<file path="src/rtl/fetch_pkg.sv">
`default_nettype none
// ============================================================================
// Module      : fetch_pkg
// Description : Shared types and constants for the fetch PC unit: the fetch
//               FSM state encoding, the prediction record that travels with
//               each instruction, and the default reset fetch address.
// Revision    : 1.0 - initial release
// ============================================================================
package fetch_pkg;

  // Widest address the prediction record can carry.
  localparam int FETCH_TARGET_W = 64;

  // Default first fetch address after reset.
  localparam logic [FETCH_TARGET_W-1:0] FETCH_RESET_PC = 64'h0;

  typedef enum logic [1:0] {
    REQ  = 2'd0,  // request outstanding at pc_q
    HOLD = 2'd1,  // instruction parked while decode is stalled
    KILL = 2'd2   // waiting out a request that a redirect made stale
  } fetch_state_t;

  typedef struct packed {
    logic                      pred_taken;
    logic [1:0]                btb_way;
    logic [FETCH_TARGET_W-1:0] target;
  } fetch_pred_t;

endpackage
`default_nettype wire

</file>
<file path="src/rtl/fetch_next_pc.sv">
`default_nettype none
// ============================================================================
// Module      : fetch_next_pc
// Description : Combinational next-PC select. Produces PC+4 (wrapping) and
//               the next fetch address: the predicted target when taken,
//               otherwise PC+4, always word aligned.
// Revision    : 1.0 - initial release
// ============================================================================
module fetch_next_pc #(
  parameter int ADDR_WIDTH = 64
) (
  input  logic [ADDR_WIDTH-1:0] pc,
  input  logic                  pred_taken,
  input  logic [ADDR_WIDTH-1:0] target,
  output logic [ADDR_WIDTH-1:0] pc_plus4,
  output logic [ADDR_WIDTH-1:0] next_pc
);

  // Sequential vs predicted select; the low two bits are cleared so every
  // address that reaches the PC register is instruction aligned.
  always_comb begin
    pc_plus4     = pc + ADDR_WIDTH'(4);
    next_pc      = pred_taken ? target : pc_plus4;
    next_pc[1:0] = 2'b00;
  end

endmodule
`default_nettype wire

</file>
<file path="src/rtl/fetch_pc_unit.sv">
`default_nettype none
// ============================================================================
// Module      : fetch_pc_unit
// Description : Fetch-stage PC and I-cache request unit. Owns the fetch PC,
//               handshakes with the instruction cache, and hands one
//               instruction per cycle (with PC and BTB metadata) to decode.
//               Stalls park the instruction in a hold buffer; redirects that
//               land on an outstanding miss wait out the stale response.
// Revision    : 1.0 - initial release
// ============================================================================
module fetch_pc_unit
  import fetch_pkg::*;
#(
  parameter int                    ADDR_WIDTH  = 64,
  parameter int                    INSTR_WIDTH = 32,
  parameter logic [ADDR_WIDTH-1:0] RESET_PC    = ADDR_WIDTH'(FETCH_RESET_PC)
) (
  input  logic                   i_clk,
  input  logic                   i_rst_n,
  input  logic                   i_stall_fetch,
  input  logic                   i_redirect,
  input  logic [ADDR_WIDTH-1:0]  i_redirect_addr,
  input  logic                   i_branch_pred_taken,
  input  logic [1:0]             i_btb_way,
  input  logic [ADDR_WIDTH-1:0]  i_pc_target_addr_pred,
  output logic                   o_icache_req,
  output logic [ADDR_WIDTH-1:0]  o_icache_addr,
  input  logic                   i_icache_ack,
  input  logic [INSTR_WIDTH-1:0] i_icache_instr,
  output logic                   o_fetch_valid,
  output logic [INSTR_WIDTH-1:0] o_instr,
  output logic [ADDR_WIDTH-1:0]  o_pc,
  output logic [ADDR_WIDTH-1:0]  o_pc_plus4,
  output logic                   o_branch_pred_taken,
  output logic [1:0]             o_btb_way,
  output logic [ADDR_WIDTH-1:0]  o_pc_target_addr_pred
);

  fetch_state_t           state_q, state_d;
  logic [ADDR_WIDTH-1:0]  pc_q, pc_d;
  logic [ADDR_WIDTH-1:0]  req_addr_q, req_addr_d;
  logic [INSTR_WIDTH-1:0] hold_instr_q;
  fetch_pred_t            hold_pred_q;
  fetch_pred_t            live_pred;
  fetch_pred_t            sel_pred;
  logic                   hold_load;
  logic [ADDR_WIDTH-1:0]  next_pc;
  logic [ADDR_WIDTH-1:0]  pc_plus4;
  logic [ADDR_WIDTH-1:0]  redirect_pc;

  assign redirect_pc = {i_redirect_addr[ADDR_WIDTH-1:2], 2'b00};

  // Prediction for the instruction at o_pc: live BTB lookup normally, the
  // copy captured alongside the parked instruction while in HOLD.
  always_comb begin
    live_pred.pred_taken = i_branch_pred_taken;
    live_pred.btb_way    = i_btb_way;
    live_pred.target     = FETCH_TARGET_W'(i_pc_target_addr_pred);
    sel_pred             = (state_q == HOLD) ? hold_pred_q : live_pred;
  end

  fetch_next_pc #(
    .ADDR_WIDTH (ADDR_WIDTH)
  ) u_next_pc (
    .pc         (pc_q),
    .pred_taken (sel_pred.pred_taken),
    .target     (ADDR_WIDTH'(sel_pred.target)),
    .pc_plus4   (pc_plus4),
    .next_pc    (next_pc)
  );

  assign o_pc       = pc_q;
  assign o_pc_plus4 = pc_plus4;

  // Next-state, PC update and cache-request decode; redirect outranks ack/stall.
  always_comb begin
    state_d       = state_q;
    pc_d          = pc_q;
    req_addr_d    = req_addr_q;
    hold_load     = 1'b0;
    o_icache_req  = 1'b0;
    o_icache_addr = pc_q;
    o_fetch_valid = 1'b0;
    unique case (state_q)
      REQ: begin
        o_icache_req = 1'b1;
        if (i_redirect) begin
          pc_d = redirect_pc;
          if (!i_icache_ack) begin
            // Response still in flight: remember its address so the request
            // stays stable until the cache answers, then drop the data.
            req_addr_d = pc_q;
            state_d    = KILL;
          end
        end else if (i_icache_ack) begin
          o_fetch_valid = 1'b1;
          if (i_stall_fetch) begin
            hold_load = 1'b1;
            state_d   = HOLD;
          end else begin
            pc_d = next_pc;
          end
        end
      end
      HOLD: begin
        if (i_redirect) begin
          pc_d    = redirect_pc;
          state_d = REQ;
        end else begin
          o_fetch_valid = 1'b1;
          if (!i_stall_fetch) begin
            pc_d    = next_pc;
            state_d = REQ;
          end
        end
      end
      KILL: begin
        o_icache_req  = 1'b1;
        o_icache_addr = req_addr_q;
        if (i_redirect) begin
          pc_d = redirect_pc;
        end
        if (i_icache_ack) begin
          state_d = REQ;
        end
      end
      default: begin
        state_d = REQ;
      end
    endcase
  end

  // Data presented to decode; zero whenever nothing valid is offered.
  always_comb begin
    o_instr               = '0;
    o_branch_pred_taken   = 1'b0;
    o_btb_way             = 2'b00;
    o_pc_target_addr_pred = '0;
    if (o_fetch_valid) begin
      o_instr               = (state_q == HOLD) ? hold_instr_q : i_icache_instr;
      o_branch_pred_taken   = sel_pred.pred_taken;
      o_btb_way             = sel_pred.btb_way;
      o_pc_target_addr_pred = ADDR_WIDTH'(sel_pred.target);
    end
  end

  // State, PC, stale-request address and hold buffer registers.
  always_ff @(posedge i_clk) begin
    if (!i_rst_n) begin
      state_q      <= REQ;
      pc_q         <= {RESET_PC[ADDR_WIDTH-1:2], 2'b00};
      req_addr_q   <= RESET_PC;
      hold_instr_q <= '0;
      hold_pred_q  <= '0;
    end else begin
      state_q    <= state_d;
      pc_q       <= pc_d;
      req_addr_q <= req_addr_d;
      if (hold_load) begin
        hold_instr_q <= i_icache_instr;
        hold_pred_q  <= live_pred;
      end
    end
  end

endmodule
`default_nettype wire

</file>
<file path="config.mk">
export PLATFORM = sky130hd
export DESIGN_NAME = fetch_pc_unit
export DESIGN_NICKNAME = d
export VERILOG_FILES = /design/src/rtl/fetch_pkg.sv /design/src/rtl/fetch_next_pc.sv /design/src/rtl/fetch_pc_unit.sv
export SDC_FILE = /design/constraint.sdc
export NUM_CORES = 1
export LEC_CHECK = 0
export ABC_CLOCK_PERIOD_IN_PS = 8500
export CAP_MARGIN = 20
export CORE_AREA = 2 2 181 183
export DETAILED_ROUTE_END_ITERATION = 12
export DIE_AREA = 0 0 183 185
export PLACE_DENSITY = 0.74
export SLEW_MARGIN = 10
export SYNTH_ARGS = -nofsm -noshare
export SYNTH_HDL_FRONTEND = slang
export SYNTH_SLANG_ARGS = --single-unit
</file>
<file path="constraint.sdc">
create_clock -name i_clk -period 8.5 [get_ports i_clk]
set_clock_uncertainty 0.2 [all_clocks]
set_input_delay 1.7 -clock i_clk [delete_from_list [all_inputs] [get_ports i_clk]]
set_output_delay 1.7 -clock i_clk [all_outputs]
set_load 0.05 [all_outputs]
</file>
==> flow_metrics.tcl <==
set metrics [dict create \
    async_reset_ff_frac 0 \
    insertion_delay_ns 0.55 \
    slowest_stage "clkdlybuf4s50_1" \
    status "completed" \
    grt_max_degree 101 \
    peakVddDrop_mv 0.135 \
    cap_violations 0 \
    drv_slew 0 \
    grt_pass1_vias 13660 \
    synth_area_leaders "dfxtp_1 (34%), nand2_1 (14%), a21oi_1 (12%)" \
    tightest_slew_ns 1.10 \
    grt.overflow.total 0 \
    synth_xor_area_frac 0.0393 \
    fp.dieH_um 185 \
    power_density_nw_per_um2 186 \
    area_growth_pct 41.6 \
    gr-max-usage-layer "met2" \
    cts_setup_buffers 0 \
    regToRegStartpoint "state_q[1]" \
    crit_fanout 80 \
    die-area_sq_um 33900 \
    rsz0062_at_grt "no" \
    synthMuxAreaShare 0.0981 \
    multi_input_area_sq_um 8000 \
    fin_area_sq_um 18600 \
    critPathMaxStageDelay_ns 0.74 \
    holdWs_ns 0.253 \
    startpoint "i_icache_ack" \
    worstSetupStartpointType "input pin" \
    fin_setup_tns_ns 0 \
    num_io_pins 461 \
    synth_cell_types 59 \
    syn_inst 1854 \
    use_met3 0.0682 \
    drc 0 \
    grt_use_total 0.304 \
    vias_per_cell 5.76 \
    path_clk_slew_ns 0.05 \
    grt_first_pass_wirelength_um 80800 \
    root_buffer "clkbuf_16" \
    sequential_cell_area_sq_um 4500 \
    die-width_um 183 \
    vias 15022 \
    synth-main-ff-cell "dfxtp_1" \
    clk_path_buf_depth 3 \
    leakagePower_nw 6.87 \
    synth_top_area_frac 0.342 \
    final_cell_mix "nand2_1 (492), clkdlybuf4s50_1 (452), a21oi_1 (304)" \
    hold_class "flop to flop" \
    cp.required_ns 6.60 \
    mostFrequentLayoutCell "nand2_1" \
    cp.arrival_ns 4.45 \
    synth_edf_count 0 \
    ys_seq_area_frac 0.342 \
    globalRouteMet2Util 0.476 \
    min_delay_path_depth 2 \
    antenna_found_initial 6 \
    ys_ff_latch 225 \
    crit_buf_inv 3 \
    start_util 0.411 \
    cts_sinks 225 \
    totalWireLength_um 54500 \
    fmax_mhz 158 \
    fillers 2980 \
    final_util 0.582 \
    wl_per_cell_um 20.9 \
    synth_largest_area_cell "dfxtp_1" \
    post-route-period-util 0.747 \
    hold_viol 0 \
    cp.depth 5 \
    netlist_area_sq_um 13200 \
    drt_first_pass_iters 8 \
    cp-end-kind "output port" \
    coreArea_sq_um 32000 \
    dpl.hpwl_um 38000 \
    rr_worst_depth 8 \
    synth_top_family_by_area "simple AND/OR/NAND/NOR gates" \
    synth_compound_area_frac 0.201 \
    rows 66 \
    crit_family "buffers and inverters" \
    ant_nets 0 \
    htree_num_levels 1 \
    dr.first_iter.drc_count 1545 \
    yosysWarnings 0 \
    synthAdderAreaFrac 0.000950 \
    postCtsResizedCells 0 \
    gp_congestion 0.947 \
    setup_violations 0 \
    period_needed_ns 6.35 \
    crit_top_cell "clkdlybuf4s50_1" \
    fin_nets 2342 \
    hold_start "req_addr_q[36]" \
    relSlewSlack 0.268 \
    numPortBuffers 452 \
    path_cells "clkdlybuf4s50_1 -> o21ai_4 -> buf_4 -> nor2_1 -> clkdlybuf4s50_1" \
    placed_area_sq_um 17700 \
    drive_gt1_frac 0.0725 \
    numCtsBuffers 27 \
    path_class "input pin to output port" \
    postCtsHoldBufs 0 \
    postSynthAreaPerCell_sq_um 7.10 \
    tritoncts "done" \
    grt_use_met1 0.404 \
    yosys.area_share.simple 0.259 \
]
[metrics by stage]
stage               setup slack (ns)  power [mW]  instances
global placement                2.24        2.27       2552
floorplan                       3.35        1.88       1859
global route                    1.99        3.59       2604
detailed placement              2.17        2.29       2552
finish                          2.15        3.47       2606
CTS                             2.16        3.48       2600
[report_power, final]
group	switching [mW]	internal (mW)	total, mW
clock network	0.482	0.709	1.19
registers	0.0925	1.11	1.20
logic	0.707	0.368	1.08
[kinds of logic after synthesis]
kind of cell	Yosys count
muxes	121
AOI/OAI and AO/OA	474
buffers and inverters	197
xor gates and xnor gates	59
adders and majority gates	1
other	1
and+or+nand+nor	776
DFF	225
[metal layers]
metal  part of all wire  up-vias
met5            0.00022        -
met4              0.044        2
met3              0.098      138
met2               0.45      853
met1               0.41     7006
li1                   -     7023
[area by class of cell]
| type | instances | area share |
|---|---|---|
| multi-input cells | 1437 | 0.429 |
| repair buffers | 472 | 0.251 |
| flip-flops and latches | 225 | 0.242 |
| clock buffers | 35 | 0.0400 |
| well taps | 408 | 0.0274 |
| clock inverters | 13 | 0.00826 |
| inverters | 10 | 0.00228 |
| diodes | 6 | 0.000805 |
[path summary, 6_finish.rpt]
check	endpoint	slack [ns]
max	o_pc_target_addr_pred[63]	2.15
min reg2reg	req_addr_q[36]	0.25
min	req_addr_q[36]	0.25
max reg2reg	o_pc[2]	4.20
[cells in the mapped netlist, drive strengths merged (3+ instances only)]
cell type and instances:
o221a 3, o22ai 3, buf 36, nor2 104, o21ai 71, or3 13, and3 12, clkbuf 151
and2 6, and4 13, a211oi 10, a31o 3, o31ai 15, xnor2 38, nand2b 7, nand4 29
dfxtp 225, inv 10, mux2 64, a32o 3, a311oi 9, o211ai 9, or4 5, a31oi 19
nor4 20, mux2i 57, nor3 23, nand3 44, o21a 9, nand2 492, xor2 21, a21oi 305
[tightest hold or removal path: cells and delay by family (launching register included)]
family,cells,cell delay [ns]
AND/OR/NAND/NOR,1,0.05
AO/OA/AOI/OAI,1,0.05
flip-flops,1,0.30
[sequential cells by signal, summed over array words and instances, names as in the netlist]
signal and count:
o_pc 62, hold_instr_q 32, hold_pred_q 67, state_q 2
req_addr_q 62
Power figures use the tool's default switching activity.
